==> config.mk <==
export PLATFORM = sky130hd
export DESIGN_NAME = kbd_scan_ctrl
export DESIGN_NICKNAME = d
export VERILOG_FILES = /design/src/rtl/kbd_scan_ctrl.sv
export SDC_FILE = /design/constraint.sdc
export NUM_CORES = 1
export LEC_CHECK = 0
export ABC_AREA = 1
export CAP_MARGIN = 20
export CORE_UTILIZATION = 50
export CTS_CLUSTER_SIZE = 14
export DETAILED_ROUTE_END_ITERATION = 10
export GPL_ROUTABILITY_DRIVEN = 0
export GPL_TIMING_DRIVEN = 0
export HOLD_SLACK_MARGIN = 0.02
export PLACE_DENSITY = 0.67
export SYNTH_ARGS = -nofsm -noshare
export SYNTH_HDL_FRONTEND = slang
export SYNTH_SLANG_ARGS = --single-unit
==> constraint.sdc <==
create_clock -name clk -period 12 [get_ports clk]
set_input_delay 2.4 -clock clk [delete_from_list [all_inputs] [get_ports clk]]
set_output_delay 2.4 -clock clk [all_outputs]
set_load 0.03 [all_outputs]
==> src/rtl/kbd_scan_ctrl.sv <==
// Keyboard matrix scan controller: one-hot column strobe, row sampling,
// whole-frame debounce and a debounced key map with change/pending flags.
`timescale 1ns/1ps
module kbd_scan_ctrl #(
  parameter int COLS     = 10,
  parameter int ROWS     = 9,
  parameter int SETTLE   = 2,
  parameter int DEBOUNCE = 3
) (
  input  logic            clk,
  input  logic            rst,
  input  logic            tick,
  input  logic            scan_en,
  input  logic [ROWS-1:0] kbd_row,
  output logic [COLS-1:0] kbd_col,
  input  logic [3:0]      rd_col,
  output logic [ROWS-1:0] rd_row_data,
  output logic            key_change,
  output logic            pending,
  input  logic            pending_clr
);

  localparam int CW = (COLS > 1) ? $clog2(COLS) : 1;
  localparam int TW = $clog2(SETTLE + 1);
  localparam int SW = $clog2(DEBOUNCE + 1);

  typedef enum logic [1:0] {
    S_IDLE,
    S_DRIVE,
    S_FRAME
  } state_t;

  state_t                     r_state;
  state_t                     w_state_nx;
  logic [ROWS-1:0]            r_sync1;
  logic [ROWS-1:0]            r_sync2;
  logic [CW-1:0]              r_col;
  logic [TW-1:0]              r_tick_cnt;
  logic [SW-1:0]              r_stable_cnt;
  logic [SW-1:0]              w_stable_nx;
  logic [COLS-1:0][ROWS-1:0]  r_cur;
  logic [COLS-1:0][ROWS-1:0]  r_prev;
  logic [COLS-1:0][ROWS-1:0]  r_deb;
  logic                       r_key_change;
  logic                       r_pending;
  logic                       w_sample;
  logic                       w_last_col;
  logic                       w_accept;
  logic                       w_set;

  assign w_sample   = tick && (r_tick_cnt == TW'(SETTLE - 1));
  assign w_last_col = (r_col == CW'(COLS - 1));
  assign w_accept   = (w_stable_nx == SW'(DEBOUNCE)) && (r_cur != r_deb);
  assign w_set      = (r_state == S_FRAME) && w_accept;

  assign kbd_col    = (r_state == S_DRIVE) ? (COLS'(1) << r_col) : '0;
  assign key_change = r_key_change;
  assign pending    = r_pending;

  // two-flop synchronizer for the asynchronous row inputs
  always_ff @(posedge clk or posedge rst) begin
    if (rst) begin
      r_sync1 <= '0;
      r_sync2 <= '0;
    end else begin
      r_sync1 <= kbd_row;
      r_sync2 <= r_sync1;
    end
  end

  // scan state register
  always_ff @(posedge clk or posedge rst) begin
    if (rst) r_state <= S_IDLE;
    else     r_state <= w_state_nx;
  end

  // next scan state; an abort takes priority over a sample tick
  always_comb begin
    w_state_nx = r_state;
    case (r_state)
      S_IDLE:  if (scan_en && tick) w_state_nx = S_DRIVE;
      S_DRIVE: begin
        if (!scan_en)                    w_state_nx = S_IDLE;
        else if (w_sample && w_last_col) w_state_nx = S_FRAME;
      end
      S_FRAME: w_state_nx = scan_en ? S_DRIVE : S_IDLE;
      default: w_state_nx = S_IDLE;
    endcase
  end

  // stable-frame count after this frame, saturating at DEBOUNCE
  always_comb begin
    w_stable_nx = SW'(1);
    if (r_cur == r_prev) begin
      if (r_stable_cnt == SW'(DEBOUNCE)) w_stable_nx = r_stable_cnt;
      else                               w_stable_nx = r_stable_cnt + SW'(1);
    end
  end

  // column walk, row capture and frame-level debounce
  always_ff @(posedge clk or posedge rst) begin
    if (rst) begin
      r_col        <= '0;
      r_tick_cnt   <= '0;
      r_stable_cnt <= '0;
      r_cur        <= '0;
      r_prev       <= '0;
      r_deb        <= '0;
      r_key_change <= 1'b0;
    end else begin
      r_key_change <= 1'b0;
      case (r_state)
        S_IDLE: begin
          if (scan_en && tick) begin
            r_col      <= '0;
            r_tick_cnt <= '0;
          end
        end
        S_DRIVE: begin
          if (!scan_en) begin
            r_col        <= '0;
            r_tick_cnt   <= '0;
            r_stable_cnt <= '0;
          end else if (w_sample) begin
            r_cur[r_col] <= r_sync2;
            r_tick_cnt   <= '0;
            if (!w_last_col) r_col <= r_col + CW'(1);
          end else if (tick) begin
            r_tick_cnt <= r_tick_cnt + TW'(1);
          end
        end
        S_FRAME: begin
          r_prev       <= r_cur;
          r_stable_cnt <= w_stable_nx;
          r_col        <= '0;
          r_tick_cnt   <= '0;
          if (w_accept) begin
            r_deb        <= r_cur;
            r_key_change <= 1'b1;
          end
        end
        default: ;
      endcase
    end
  end

  // sticky change flag; a new change beats a same-cycle clear
  always_ff @(posedge clk or posedge rst) begin
    if (rst)              r_pending <= 1'b0;
    else if (w_set)       r_pending <= 1'b1;
    else if (pending_clr) r_pending <= 1'b0;
  end

  // combinational readback of one debounced column
  always_comb begin
    rd_row_data = '0;
    if (rd_col < 4'(COLS)) rd_row_data = r_deb[rd_col];
  end

endmodule
==> results.json <==
{
  "status": "finished, final reports clean",
  "ys_ff_latch": 300,
  "worstPathArrival_ns": 5.71,
  "start_util": 0.509,
  "cts-resized-gates": 0,
  "setup.worst_path.start_class": "input pin",
  "grt_max_degree": 123,
  "track_usage": 0.347,
  "clk_latency_ns": 0.54,
  "nets": 2369,
  "firstDrtPassIters": 6,
  "placedInstanceArea_um2": 17000,
  "overflow": 0,
  "clkTransAtPathRegs_ns": 0.06,
  "wl_um": 55900,
  "rrSetupSlack_ns": 8.93,
  "synthTopCellsByArea": "dfrtp_1 (47%), nand2_1 (22%), o21ai_0 (6.6%)",
  "vias_per_cell": 5.66,
  "dp_hpwl_um": 39700,
  "synth_cell_types": 34,
  "power_leakage_nw": 9.14,
  "syn_area_per_cell_um2": 7.10,
  "path_max_fanout": 10,
  "rsz0062_at_grt": "no",
  "fillCellCount": 2964,
  "power_density_nw_per_um2": 147,
  "synth_async_sr_flop_share": 1.00,
  "wire_per_inst_um": 20.2,
  "cp-end-kind": "output port",
  "ios": 39,
  "holdBufCountCts": 0,
  "drtAntennaViolNets": 0,
  "cts_num_sinks": 300,
  "critPathKind": "input pin to output port",
  "cts_buffer_depth": 3,
  "fin_ws_ns": 3.89,
  "synth_top_area_cell": "dfrtp_1",
  "grt_pass1_vias": 14500,
  "critical_path_required_ns": 9.60,
  "post-route-min-period_ns": 8.11,
  "whs_ns": 0.336,
  "fmax_mhz": 123,
  "slew_headroom": 0.365,
  "cts_buffers": 36,
  "grt_pass1_wl_um": 85600,
  "ys_warn_count": 0,
  "synth_most_common_cell": "nand2_1",
  "dieArea_um2": 32900,
  "post-cts-setup-buffers": 0,
  "cts_root_buf": "clkbuf_16",
  "antenna_found_initial": 1,
  "ys_seq_area_frac": 0.466,
  "r2r_end": "r_deb[17]",
  "synth_area_um2": 16100,
  "drive_above_1_share": 0.0520,
  "netlist_instances": 2267,
  "syn-num-nets": 2291,
  "peakVddDrop_mv": 0.167,
  "syn_to_final_growth_pct": 13.1,
  "drc_errors": 0,
  "fp.dieW_um": 181,
  "fin_crit_sh": 0.675,
  "hold_violations": 0,
  "drt_iter0_markers": 1981,
  "ys.flop_type": "dfrtp_1",
  "startpoint": "rd_col[0]",
  "place_ws_ns": 4.07,
  "io_buffers": 38,
  "cts_tree": "yes",
  "vias": 15700,
  "worstReg2RegStart": "r_cur[30]",
  "dieHeight_um": 181,
  "seq_area_um2": 7510,
  "reg2reg_depth": 13,
  "synth_commonest_cells": "nand2_1 (943), dfrtp_1 (300), inv_1 (265), o21ai_0 (212), nor2_1 (165)",
  "synth_edf_count": 0,
  "maxCapViolations": 0,
  "hp-class": "flip-flop to flip-flop",
  "finish.instance_area_um2": 18200,
  "setup_violations": 0,
  "core_um2": 31600,
  "fin_setup_tns_ns": 0,
  "num_rows": 65,
  "max_slew.worst_pin.slew_ns": 0.953,
  "skew_ns": 0.0231,
  "diodes": 0,
  "yosysTopAreaCellShare": 0.466,
  "htreeDepth": 2,
  "multiInputGateArea_um2": 7110,
  "endpoint": "rd_row_data[5]",
  "slew_violations": 0
}
-- sequential cells by signal, indices dropped and copies added, names as in the netlist --
register      flops
r_stable_cnt      2
r_deb            90
r_col             4
r_tick_cnt        2
key_change        1
r_prev           90
r_sync2           9
r_state           2
pending           1
r_sync1           9
r_cur            90
-- per-layer routing --
metal | routed length, um | part of all wire | vias up | track usage
li1 | - | - | 7245 | -
met1 | 22800 | 0.41 | 7395 | 0.469
met2 | 24400 | 0.44 | 839 | 0.522
met3 | 5670 | 0.10 | 178 | 0.0822
met4 | 3070 | 0.055 | 0 | 0.173
met5 | 0 | 0 | - | 0
-- cell type report --
cell class / count / area share
flip-flops and latches: 300 / 0.412
multi-input cells: 1594 / 0.390
well taps: 402 / 0.0276
inverters: 288 / 0.0598
repair buffers: 40 / 0.0239
clock inverters: 10 / 0.00605
plain buffers: 85 / 0.0224
clock buffers: 48 / 0.0575
-- worst max-delay path, stage by stage --
cell	delay, ns
clkdlybuf4s50_1	0.60
clkbuf_1	0.46
clkbuf_1	0.64
o21ai_0	0.27
o21ai_0	0.26
o211ai_1	0.14
o21ai_0	0.18
clkdlybuf4s50_1	0.75
-- cells by family (layout without fill, tap and decap cells) --
logic type / count (synthesis) / after routing / share of synthesized area
simple gates: 1269 / 1269 / 0.328
buf+inv: 373 / 471 / 0.0925
flops: 300 / 300 / 0.466
compound gates: 292 / 292 / 0.0943
xor+xnor: 27 / 27 / 0.0147
fa+ha+maj: 6 / 6 / 0.00466
-- per-stage QoR --
stage	cells	util	power (mW)
after floorplan	2267	-	1.42
after global placement	2707	0.537	1.57
after detailed placement	2709	0.539	1.58
after CTS	2767	0.575	2.67
after global routing	2767	0.575	2.78
final	2767	0.575	2.68
-- worst min path at each step --
stage / from / slack, ns / cells past startpoint / to
final: r_sync1[5] / 0.34 / 0 / r_sync2[5]
after detailed placement: r_sync1[7] / 0.33 / 0 / r_sync2[7]
after floorplan: r_sync1[0] / 0.33 / 0 / r_sync2[0]
after global placement: r_sync1[7] / 0.33 / 0 / r_sync2[7]
after CTS: r_sync1[5] / 0.34 / 0 / r_sync2[5]
after global routing: r_sync1[5] / 0.35 / 0 / r_sync2[5]
-- power by group --
| part | internal [mW] | switching, mW | leakage (nW) | total, mW |
|---|---|---|---|---|
| sequential | 1.05 | 0.0663 | 4.13 | 1.12 |
| combinational | 0.140 | 0.327 | 4.44 | 0.467 |
| clock | 0.652 | 0.445 | 0.574 | 1.10 |
-- cell usage in the layout, fill, tap and decap left out, types with 3 or more instances in the layout --
cell	n
nor2_1	165
inv_1	264
o21ai_1	24
xnor2_1	18
buf_6	9
dfrtp_1	300
ha_1	6
clkinv_2	5
o211ai_1	5
clkbuf_1	59
a21oi_1	40
buf_1	3
nor3_1	11
clkbuf_16	37
nand4_1	102
clkbuf_8	8
buf_2	16
nand4_4	9
nand2_1	943
xor2_1	9
clkdlybuf4s50_1	38
a32o_1	8
inv_2	22
nand3_1	27
o21ai_0	212
No activity file was read; power rests on OpenSTA's default activity.
